`config.mk`:
```
export PLATFORM = sky130hd
export DESIGN_NAME = tap_controller
export DESIGN_NICKNAME = d
export VERILOG_FILES = /design/src/rtl/tap_controller.sv
export SDC_FILE = /design/constraint.sdc
export NUM_CORES = 1
export LEC_CHECK = 0
export ABC_CLOCK_PERIOD_IN_PS = 3300
export CAP_MARGIN = 5
export CORE_MARGIN = 2
export CORE_UTILIZATION = 40
export DETAILED_ROUTE_END_ITERATION = 16
export PLACE_DENSITY_LB_ADDON = 0.25
export SLEW_MARGIN = 10
export SYNTH_ARGS = -nofsm -noshare
export SYNTH_HDL_FRONTEND = slang
export SYNTH_SLANG_ARGS = --single-unit
```
`constraint.sdc`:
```
create_clock -name tck -period 3.3 [get_ports tck]
set_input_delay 0.33 -clock tck [delete_from_list [all_inputs] [get_ports tck]]
set_output_delay 0.33 -clock tck [all_outputs]
set_load 0.05 [all_outputs]
```
`src/rtl/tap_controller.sv`:
```
// -----------------------------------------------------------------------------
// tap_controller
//
// IEEE 1149.1 TAP controller. It contains:
//   - the 16-state TAP FSM,
//   - an IR_WIDTH-bit instruction register (shift stage plus update latch),
//   - the internal 1-bit bypass register.
// It drives the strobes for external data registers, the main client being the
// 32-bit identification register. It also muxes the selected serial output
// onto tdo.
//
// Optional feature, macro USERCODE_EN:
//   - defined   : USERCODE_OPCODE selects an external user data register
//                 (user_tdo).
//   - undefined : that opcode falls back to bypass and user_tdo is unused.
//
// Ports
//   tck           : test clock. Both edges are used.
//   trst          : asynchronous active-high reset.
//   tms           : test mode select, sampled on tck rising edge.
//   tdi           : serial data in.
//   tdo           : serial data out, registered on tck falling edge.
//   tdo_en        : high while in Shift-DR / Shift-IR.
//   dr_tdi        : tdi forwarded to the external data registers.
//   clock_dr      : gated tck. Pulses in Capture-DR and Shift-DR.
//   capture_dr    : high during Capture-DR.
//   shift_dr      : high during Shift-DR.
//   update_dr     : high for the low half-cycle of tck in Update-DR.
//   select_idcode : current instruction is IDCODE.
//   idcode_tdo    : serial output of the identification register.
//   user_tdo      : serial output of the user data register.
//   instruction   : current instruction.
// -----------------------------------------------------------------------------
module tap_controller #(
  parameter int                  IR_WIDTH        = 4,
  parameter logic [IR_WIDTH-1:0] IDCODE_OPCODE   = 4'b0001,
  parameter logic [IR_WIDTH-1:0] BYPASS_OPCODE   = 4'b1111,
  parameter logic [IR_WIDTH-1:0] USERCODE_OPCODE = 4'b0010
) (
  input  logic                tck,
  input  logic                trst,
  input  logic                tms,
  input  logic                tdi,
  output logic                tdo,
  output logic                tdo_en,
  output logic                dr_tdi,
  output logic                clock_dr,
  output logic                capture_dr,
  output logic                shift_dr,
  output logic                update_dr,
  output logic                select_idcode,
  input  logic                idcode_tdo,
  input  logic                user_tdo,
  output logic [IR_WIDTH-1:0] instruction
);

  typedef enum logic [3:0] {
    TLR, RTI,
    SEL_DR, CAP_DR, SH_DR, EX1_DR, PAU_DR, EX2_DR, UPD_DR,
    SEL_IR, CAP_IR, SH_IR, EX1_IR, PAU_IR, EX2_IR, UPD_IR
  } tap_state_t;

  // Capture-IR pattern: the two LSBs are 01 and every other bit is 0.
  localparam logic [IR_WIDTH-1:0] IR_CAPTURE = IR_WIDTH'(2'b01);

  tap_state_t            r_state;
  tap_state_t            w_next;
  logic [IR_WIDTH-1:0]   r_ir_shift;
  logic [IR_WIDTH-1:0]   r_instruction;
  logic                  r_bypass;
  logic                  r_tdo;
  logic                  r_tdo_en;
  logic                  r_capture_dr;
  logic                  r_shift_dr;
  logic                  r_update_en;
  logic                  r_dr_clk_en;
  logic                  w_sel_idcode;
  logic                  w_dr_tdo;

  // TAP state transition table.
  always_comb begin
    w_next = r_state;
    case (r_state)
      TLR:     w_next = tms ? TLR    : RTI;
      RTI:     w_next = tms ? SEL_DR : RTI;
      SEL_DR:  w_next = tms ? SEL_IR : CAP_DR;
      CAP_DR:  w_next = tms ? EX1_DR : SH_DR;
      SH_DR:   w_next = tms ? EX1_DR : SH_DR;
      EX1_DR:  w_next = tms ? UPD_DR : PAU_DR;
      PAU_DR:  w_next = tms ? EX2_DR : PAU_DR;
      EX2_DR:  w_next = tms ? UPD_DR : SH_DR;
      UPD_DR:  w_next = tms ? SEL_DR : RTI;
      SEL_IR:  w_next = tms ? TLR    : CAP_IR;
      CAP_IR:  w_next = tms ? EX1_IR : SH_IR;
      SH_IR:   w_next = tms ? EX1_IR : SH_IR;
      EX1_IR:  w_next = tms ? UPD_IR : PAU_IR;
      PAU_IR:  w_next = tms ? EX2_IR : PAU_IR;
      EX2_IR:  w_next = tms ? UPD_IR : SH_IR;
      UPD_IR:  w_next = tms ? SEL_DR : RTI;
      default: w_next = TLR;
    endcase
  end

  // Rising-edge state: FSM, IR shift stage and bypass bit.
  always_ff @(posedge tck or posedge trst) begin
    if (trst) begin
      r_state    <= TLR;
      r_ir_shift <= '0;
      r_bypass   <= 1'b0;
    end else begin
      r_state <= w_next;
      case (r_state)
        TLR:     r_ir_shift <= '0;
        CAP_IR:  r_ir_shift <= IR_CAPTURE;
        SH_IR:   r_ir_shift <= {tdi, r_ir_shift[IR_WIDTH-1:1]};
        default: r_ir_shift <= r_ir_shift;
      endcase
      case (r_state)
        TLR:     r_bypass <= 1'b0;
        CAP_DR:  r_bypass <= 1'b0;
        SH_DR:   r_bypass <= tdi;
        default: r_bypass <= r_bypass;
      endcase
    end
  end

  // Instruction decode and selection of the data register serial output.
  always_comb begin
    w_sel_idcode = (r_instruction == IDCODE_OPCODE);
`ifdef USERCODE_EN
    if (w_sel_idcode) begin
      w_dr_tdo = idcode_tdo;
    end else if (r_instruction == USERCODE_OPCODE) begin
      w_dr_tdo = user_tdo;
    end else begin
      w_dr_tdo = r_bypass;
    end
`else
    if (w_sel_idcode) begin
      w_dr_tdo = idcode_tdo;
    end else begin
      w_dr_tdo = r_bypass;
    end
`endif
  end

`ifndef USERCODE_EN
  // Without the user register, its input and its opcode have no function.
  logic w_unused;
  assign w_unused = user_tdo | (|USERCODE_OPCODE) | (&BYPASS_OPCODE);
`else
  logic w_unused;
  assign w_unused = &BYPASS_OPCODE;
`endif

  // Falling-edge control and output registers. They change only while tck is
  // low, so they are stable across the next rising edge.
  always_ff @(negedge tck or posedge trst) begin
    if (trst) begin
      r_tdo         <= 1'b0;
      r_tdo_en      <= 1'b0;
      r_capture_dr  <= 1'b0;
      r_shift_dr    <= 1'b0;
      r_update_en   <= 1'b0;
      r_dr_clk_en   <= 1'b0;
      r_instruction <= IDCODE_OPCODE;
    end else if (r_state == TLR) begin
      r_tdo         <= 1'b0;
      r_tdo_en      <= 1'b0;
      r_capture_dr  <= 1'b0;
      r_shift_dr    <= 1'b0;
      r_update_en   <= 1'b0;
      r_dr_clk_en   <= 1'b0;
      r_instruction <= IDCODE_OPCODE;
    end else begin
      r_capture_dr <= (r_state == CAP_DR);
      r_shift_dr   <= (r_state == SH_DR);
      r_update_en  <= (r_state == UPD_DR);
      r_dr_clk_en  <= (r_state == CAP_DR) || (r_state == SH_DR);
      r_tdo_en     <= (r_state == SH_DR) || (r_state == SH_IR);
      if (r_state == SH_IR) begin
        r_tdo <= r_ir_shift[0];
      end else if (r_state == SH_DR) begin
        r_tdo <= w_dr_tdo;
      end else begin
        r_tdo <= 1'b0;
      end
      if (r_state == UPD_IR) begin
        r_instruction <= r_ir_shift;
      end else begin
        r_instruction <= r_instruction;
      end
    end
  end

  // dr_clk_en only moves while tck is low, so this AND cannot glitch.
  assign clock_dr      = tck & r_dr_clk_en;
  // Update-DR strobe covers the low half of tck after the falling edge.
  assign update_dr     = r_update_en & ~tck;
  assign capture_dr    = r_capture_dr;
  assign shift_dr      = r_shift_dr;
  assign tdo           = r_tdo;
  assign tdo_en        = r_tdo_en;
  assign dr_tdi        = tdi;
  assign select_idcode = w_sel_idcode;
  assign instruction   = r_instruction;

endmodule

```
==> results of run 1 <==
[timing repair]
action                     in CTS  in global routing
pin swaps                       0                  0
buffers inserted                2                  0
gates resized for setup         6                  4
setup endpoints to repair       5                  5
[flip-flops by register name, summed over array words and instances, names as in the netlist]
signal,cells
r_ir_shift,4
tdo,1
r_state,4
r_dr_clk_en,1
capture_dr,1
tdo_en,1
r_update_en,1
r_bypass,1
shift_dr,1
instruction,4
[per-layer routing]
layer / share of wire (%) / vias to the layer above / GRT usage, %
li1: - / 431 / -
met1: 41 / 445 / 20.9
met2: 50 / 36 / 26.7
met3: 6.7 / 10 / 10.3
met4: 2.2 / 0 / 12.5
met5: 0 / - / 0
[through the flow]
step	util (%)	instance area, µm²
after global placement	51.0	1260
after detailed placement	51.0	1260
after global routing	53.6	1330
after floorplan	-	1050
final	53.6	1330
after CTS	54.1	1340
[synth_stat cells (2+ instances only)]
cell,n,area (µm²)
sky130_fd_sc_hd__dfrtn_1,9,225
sky130_fd_sc_hd__dfrtp_1,9,225
sky130_fd_sc_hd__nor2_1,8,30.0
sky130_fd_sc_hd__a21oi_1,7,35.0
sky130_fd_sc_hd__a22o_1,7,61.3
sky130_fd_sc_hd__inv_1,7,26.3
sky130_fd_sc_hd__o21ai_0,6,30.0
sky130_fd_sc_hd__buf_4,5,37.5
sky130_fd_sc_hd__nand2b_1,5,31.3
sky130_fd_sc_hd__buf_2,4,20.0
sky130_fd_sc_hd__nand3_1,4,20.0
sky130_fd_sc_hd__nor3_1,4,20.0
sky130_fd_sc_hd__o22ai_1,4,25.0
sky130_fd_sc_hd__and3b_1,3,26.3
sky130_fd_sc_hd__nand2_1,3,11.3
sky130_fd_sc_hd__a211oi_1,2,15.0
sky130_fd_sc_hd__a221oi_1,2,17.5
sky130_fd_sc_hd__nand4_1,2,12.5
sky130_fd_sc_hd__nor2b_1,2,12.5
[power by group through the flow]
stage | registers [µW] | logic [µW] | clock network [µW]
finish | 469 | 873 | 235
global placement | 465 | 834 | 45.9
global route | 485 | 955 | 267
CTS | 466 | 877 | 250
floorplan | 518 | 533 | 33.7
detailed placement | 470 | 848 | 45.9
[path summary, 6_finish.rpt]
kind	start	end	slack [ns]	depth (start not counted)
worst min-delay path	trst	r_state[1]$_DFF_PP0_	0.22	2
max in group asynchronous	trst	instruction[0]$_DFFE_NP1P_	1.12	2
worst max register to register	r_state[3]$_DFF_PP0_	r_dr_clk_en$_DFF_NP0_	0.21	4
worst min register to register	r_bypass$_DFFE_PP0P_	r_bypass$_DFFE_PP0P_	0.52	1
min in group tck	r_bypass$_DFFE_PP0P_	r_bypass$_DFFE_PP0P_	0.52	1
worst max-delay path	instruction[0]$_DFFE_NP1P_	select_idcode	-0.18	2
[kinds of logic (layout without fill, tap and decap cells)]
logic type	count (synthesis)	in the layout	share of synthesized area, %
buffers and inverters	17	40	9.07
AND/OR/NAND/NOR	39	39	23.0
multiplexers	1	1	0.955
XOR/XNOR	1	1	0.835
flip-flops	19	19	45.5
AO/OA/AOI/OAI	32	32	20.6
[area by class of cell]
type | count | area, µm²
fillers | 241 | 1150
multi-input cells | 73 | 477
repair buffers | 22 | 240
well taps | 30 | 37.5
clock buffers | 11 | 70.1
inverters | 6 | 22.5
clock inverters | 1 | 3.75
flip-flops and latches | 19 | 477
[worst register-to-register path: cells and delay by family, from the launching register on]
| kind | cells | cell delay, ns |
|---|---|---|
| flops | 1 | 0.59 |
| simple gates | 2 | 0.44 |
| buf+inv | 2 | 0.27 |
==> results, run 1 <==
- The run finished, with violations left.
- The final reports fail on setup timing.
- For this run, the number of Yosys warnings is 0.
- Hold timing on the final database bottoms out at a slack of 0.225 ns.
- Routability-driven placement finished with a final weighted congestion of 0.788.
- In the layout the commonest cells are 12 x sky130_fd_sc_hd__buf_4, 9 x sky130_fd_sc_hd__dfrtn_1, 9 x sky130_fd_sc_hd__dfrtp_1, 8 x sky130_fd_sc_hd__nor2_1.
- Adding up every negative setup slack in the final design gives -0.175 ns.
- Headroom to the max-slew limit came out at 67.5%.
- The pre-CTS worst setup slack is 0.0580 ns.
- The total of max-cap violations is 0.
- Summing every instance area after synthesis gives 0.00105 mm².
- The part of the Yosys area used for sequential elements is 45.5%.
- The part of the power in registers is 29.7%.
- The number of buffers inserted by port buffering is 16.
- The count of flip-flops with a built-in enable after synthesis is 0.
- The net count after synthesis is 115.
- The number of antenna violations at the first check in global routing was 0.
- Power spread over the standard cell area amounts to 1190 mW/mm².
- The number of non-filler instances in the completed layout is 162.
- The global router's overall resource usage is 18.6%.
- Setup repair after global routing could not meet its margin everywhere.
- The largest fanout on the critical path is 2.
- The data required time of the critical path is 2.97 ns.
- The critical path buffer and inverter count is 1.
- The analysis attributes to cell leakage a power of 0.000641 µW.
- TritonCTS built the clock tree.
- The combinational share of power is 55.3%.
- The HPWL after detailed placement is 1580 µm.
- The number of library cell types mapped by synthesis is 35.
- The row count is 18.
- Setup violations remaining at the end of the flow were counted as 1.
- The global-route congestion overflow total is 0.
- The slowest stage of the critical path is the sky130_fd_sc_hd__dfstp_2 cell.
- The final hold violation count came to 0.
- The clock network burns 14.9% of the power.
- The starting density of the core is 42.3%.
- The path class of the tightest hold or removal check is in -> async.
- The critical path goes through nor4b_4, buf_12.
- Across all setup checks in the final design, the least slack found is -0.175 ns.
- The register bit count reported by yosys is 19.
- In this run the mean area of a mapped cell was 9.62 µm².
- The region available for standard cell placement spans 0.00248 mm².
- For this block, the initial DRC count from the detailed router was 38.
- The cell count after synthesis is 109.
- The area growth from synthesis to final layout is 26.6%.
- IR analysis of the VDD net gives a maximum drop of 0.000723 V.
- Using the TritonRoute via totals, the vias-per-cell ratio works out to 5.69.
- The largest net degree at the start of global routing is 15.
- The final layout contains 138 nets.
- Cells with a size suffix above 1 make up 24.2% of the layout.
- The width of the die is 55.2 µm.
- For the pin with the worst max-slew slack, the measured transition is 0.486 ns.
- The share of flip-flops with an asynchronous set or reset is 100%.
- Data on the critical path arrives at its endpoint at 3.15 ns.
- The family of cells with the greatest summed delay on the critical path is flip-flops.
- The number of buffers added to fix hold violations after cts is 0.
- The switching power share of the total is 45.9%.
- The pre-antenna-repair detailed-routing pass consisted of 4 iterations.
- The die covers 0.00305 mm².
- In this run the remaining antenna-violating nets after routing total 0.
- The most frequently used flop master after synthesis is sky130_fd_sc_hd__dfrtp_1.
- The internal power of the cells is 854 µW.
- The clock reaches the later pin of the worst-skew pair after 0.46 ns.
- After detailed routing, the total wire length is 2380 µm.
- The switching power is 723 µW.
- The first-pass GRT wire length is 4220 µm.
- The total power consumption of the routed design is 1580 µW.
- The number of antenna diodes is 0.
- The critical path in this run is classified as reg -> out.
- The total placed cells including tap cells is 151.
- The startpoint class of the critical path is a flop.
- The final route contains 922 vias.
- The endpoint class of the critical path is an output port.
- After detailed routing, the average wire length per cell comes to 14.7 µm.
- The largest clock skew in the final design is 0.0627 ns.
- The most common cell after layout, fill and taps aside is sky130_fd_sc_hd__buf_4.
- The CTS clock-pin slew for the worst setup and hold paths is 0.10 ns.
- The remaining routing DRC violations is 0.
- The final max-slew violation count was 0.
- The number of global-route vias before repair was 951.
- The die height is 55.2 µm.
- The total I/O pin count is 18.
- The largest single stage delay on the critical path is 0.53 ns.
Note: power is estimated with default switching activity, not from simulation.
==> inputs of run 2 (changes only) <==
- CORE_MARGIN: 2 -> 3
==> results, run 2 (synthesized netlist as in run 1, its figures left out) <==
- The run finished, with violations left.
- The final reports fail on setup timing.
- After detailed routing, the average wire length per cell comes to 14.8 µm.
- Data arrives at the worst endpoint at 3.13 ns.
- The met3 wire length is 198 µm.
- Of the total power, the clock network draws 14.8%.
- Combinational cells account for 56.8% of the total power.
- Per report_power, the sequential group accounts for 28.4% of the total.
- The total I/O pin count is 18.
- Dividing the detail-routed via count by the number of cells gives 5.58.
- In this run the critical register-to-register path is captured at instruction[3]$_DFFE_NP0P_.
- The filler cell count is 209.
- In the final design database the tool counted 141 nets.
- On the final layout, the worst clock skew is 0.0647 ns.
- Entering global routing, the biggest net connects 15 pins.
- In this design, the largest share of critical-path delay is due to flip-flops.
- The internal power of the cells is 875 µW.
- The delay of the slowest critical-path stage is 0.52 ns.
- The standard cell with the maximum stage delay on the critical path is sky130_fd_sc_hd__dfstp_2.
- In the routed design, unresolved DRC markers number 0.
- The area of the core region is 0.00234 mm².
- The worst register-to-register path begins at r_state[3]$_DFF_PP0_.
- The number of antenna diodes is 0.
- The share of the core filled with cells in the final layout is 57.6%.
- The total placed cells including tap cells is 151.
- Across all hold checks on the routed design, the worst slack comes to 0.411 ns.
- The number of antenna violations at the first check in global routing is 0.
- The total of max-cap violations is 0.
- After the flow finishes, the layout carries non-filler instances totaling 163.
- The pre-CTS worst setup slack is 0.0425 ns.
- Clock-pin slew was measured on the worst setup and hold paths at 0.11 ns.
- Global routing used 16.4% of the available tracks across all layers.
- The worst vdd rail ir drop is 0.000894 V.
- The first detailed-routing pass took 4 iterations.
- The critical path is of the reg -> out type.
- The analysis attributes to cell leakage a power of 0.000654 µW.
- The weighted congestion reported at the end of routability-driven placement is 0.770.
- The row count is 17.
- Counting cells, the worst reg-to-reg path comes to 3.
- The final setup violation count is 1.
- The final hold violation count is 0.
- The wire-length estimate of the detail-placed layout is 1680 µm.
- The data required time of the critical path is 2.97 ns.
- In the layout the commonest cells are 15 x sky130_fd_sc_hd__buf_4, 9 x sky130_fd_sc_hd__dfrtn_1, 9 x sky130_fd_sc_hd__dfrtp_1, 8 x sky130_fd_sc_hd__nor2_1.
- The least setup slack across all paths after layout is -0.160 ns.
- Measured along the y axis, the die boundary spans 57.2 µm.
- The slew of the pin with the lowest slew margin is 0.488 ns.
- Wires add up to 2410 µm.
- The first global-routing pass estimated 4050 µm of wire.
- For this block, wires on met1 add up to 1020 µm.
- The design area is 0.00135 mm².
- In this run the number of cells on the critical path is 2.
- The most common cell after layout, fill and taps aside is sky130_fd_sc_hd__buf_4.
- The final max-slew violation count is 0.
- The detail route stage leaves a number of antenna-violating nets equal to 0.
- The global-route congestion overflow total is 0.
- The worst setup path is launched from a flop.
- Detailed routing placed a total of 1190 µm of wire on met2.
- Clock latency on the worst-skew pair, taken at its later pin, is 0.47 ns.
- The highest signal layer in the routed design is met4.
- The switching power share of the total is 45.7%.
- For flop-to-flop paths, the worst setup slack is 0.34 ns.
- Walking the worst path, the cells encountered are nor4b_4, buf_12.
- The min-delay analysis places its worst path in the category in -> async.
- For this design the ratio of total power to cell area is 1190 mW/mm².
- The die footprint is 0.00327 mm².
- The number of buffers added to fix hold violations after cts is 0.
- The area growth from synthesis to final layout is 28.6%.
- Setup repair after global routing could not meet its margin everywhere.
- For this configuration, the core starts out at a cell density of 44.8%.
- Across the whole layout, storage elements account for 477 µm².
- Counting both buffers and inverters, the worst setup path holds a total of 1.
- Cells with a size suffix above 1 make up 26.7% of the layout.
- The instance area after placement is 0.00127 mm².
- The largest fanout on the critical path is 2.
- The area occupied by multi-input gates is 477 µm².
- The TritonCTS clock tree is done.
- The switching power is 736 µW.
- Measured against its own limit, the worst slew margin works out to 67.4%.
- The first-iteration detailed-routing DRC count is 23.
- The number of global-route vias before repair is 927.
- The endpoint class of the critical path is an output port.
- The die is 57.2 µm wide.
- The routed via count is 909.
- Port buffering added 16 buffers.
run 2: cell types whose count changed in the layout (fill, tap and decap cells not counted):
cell	change
sky130_fd_sc_hd__buf_4	+3
sky130_fd_sc_hd__clkbuf_1	-1
sky130_fd_sc_hd__clkinvlp_2	+1
run 2: final cells by class:
class / count / area share [%]
clock buffers: 10 / 4.92
clock inverters: 2 / 0.649
inverters: 6 / 1.67
multi-input cells: 73 / 35.3
flip-flops and latches: 19 / 35.3
well taps: 28 / 2.60
repair buffers: 25 / 19.5
run 2: timing repair:
action                     in CTS  in global routing
buffers inserted                2                  1
setup endpoints to repair       5                  5
gates resized for setup         6                  4
run 2: stage by stage:
step           setup TNS, ns  power (µW)
5_1_grt               -0.189        1720
3_5_place_dp               0        1380
6_report              -0.160        1610
2_1_floorplan        -0.0613        1080
4_1_cts               -0.169        1610
3_3_place_gp               0        1360
run 2: per-layer routing:
| layer | up-vias | global-route usage (%) |
|---|---|---|
| li1 | 444 | - |
| met1 | 432 | 19.5 |
| met2 | 31 | 25.8 |
| met3 | 2 | 7.01 |
| met4 | 0 | 6.95 |
| met5 | - | 0 |
run 2: power groups by stage:
stage / registers [µW] / logic, µW / clock network, µW
finish: 457 / 915 / 239
global route: 475 / 984 / 257
CTS: 456 / 899 / 251
detailed placement: 462 / 872 / 45.9
global placement: 454 / 856 / 45.9
floorplan: 518 / 533 / 33.7
run 2: worst max path at each step:
stage / startpoint / to / slack [ns]
final: instruction[0]$_DFFE_NP1P_ / select_idcode / -0.16
after global placement: r_update_en$_DFF_NP0_ / update_dr / 0.06
after CTS: instruction[0]$_DFFE_NP1P_ / select_idcode / -0.17
after floorplan: instruction[0]$_DFFE_NP1P_ / select_idcode / -0.06
after detailed placement: r_dr_clk_en$_DFF_NP0_ / clock_dr / 0.04
after global routing: instruction[0]$_DFFE_NP1P_ / select_idcode / -0.19
run 2: worst register-to-register path: stages, from the launching register on:
cell	delay [ns]
sky130_fd_sc_hd__dfrtp_1	0.51
sky130_fd_sc_hd__or3_4	0.45
sky130_fd_sc_hd__a21oi_1	0.16
sky130_fd_sc_hd__nor2_1	0.06
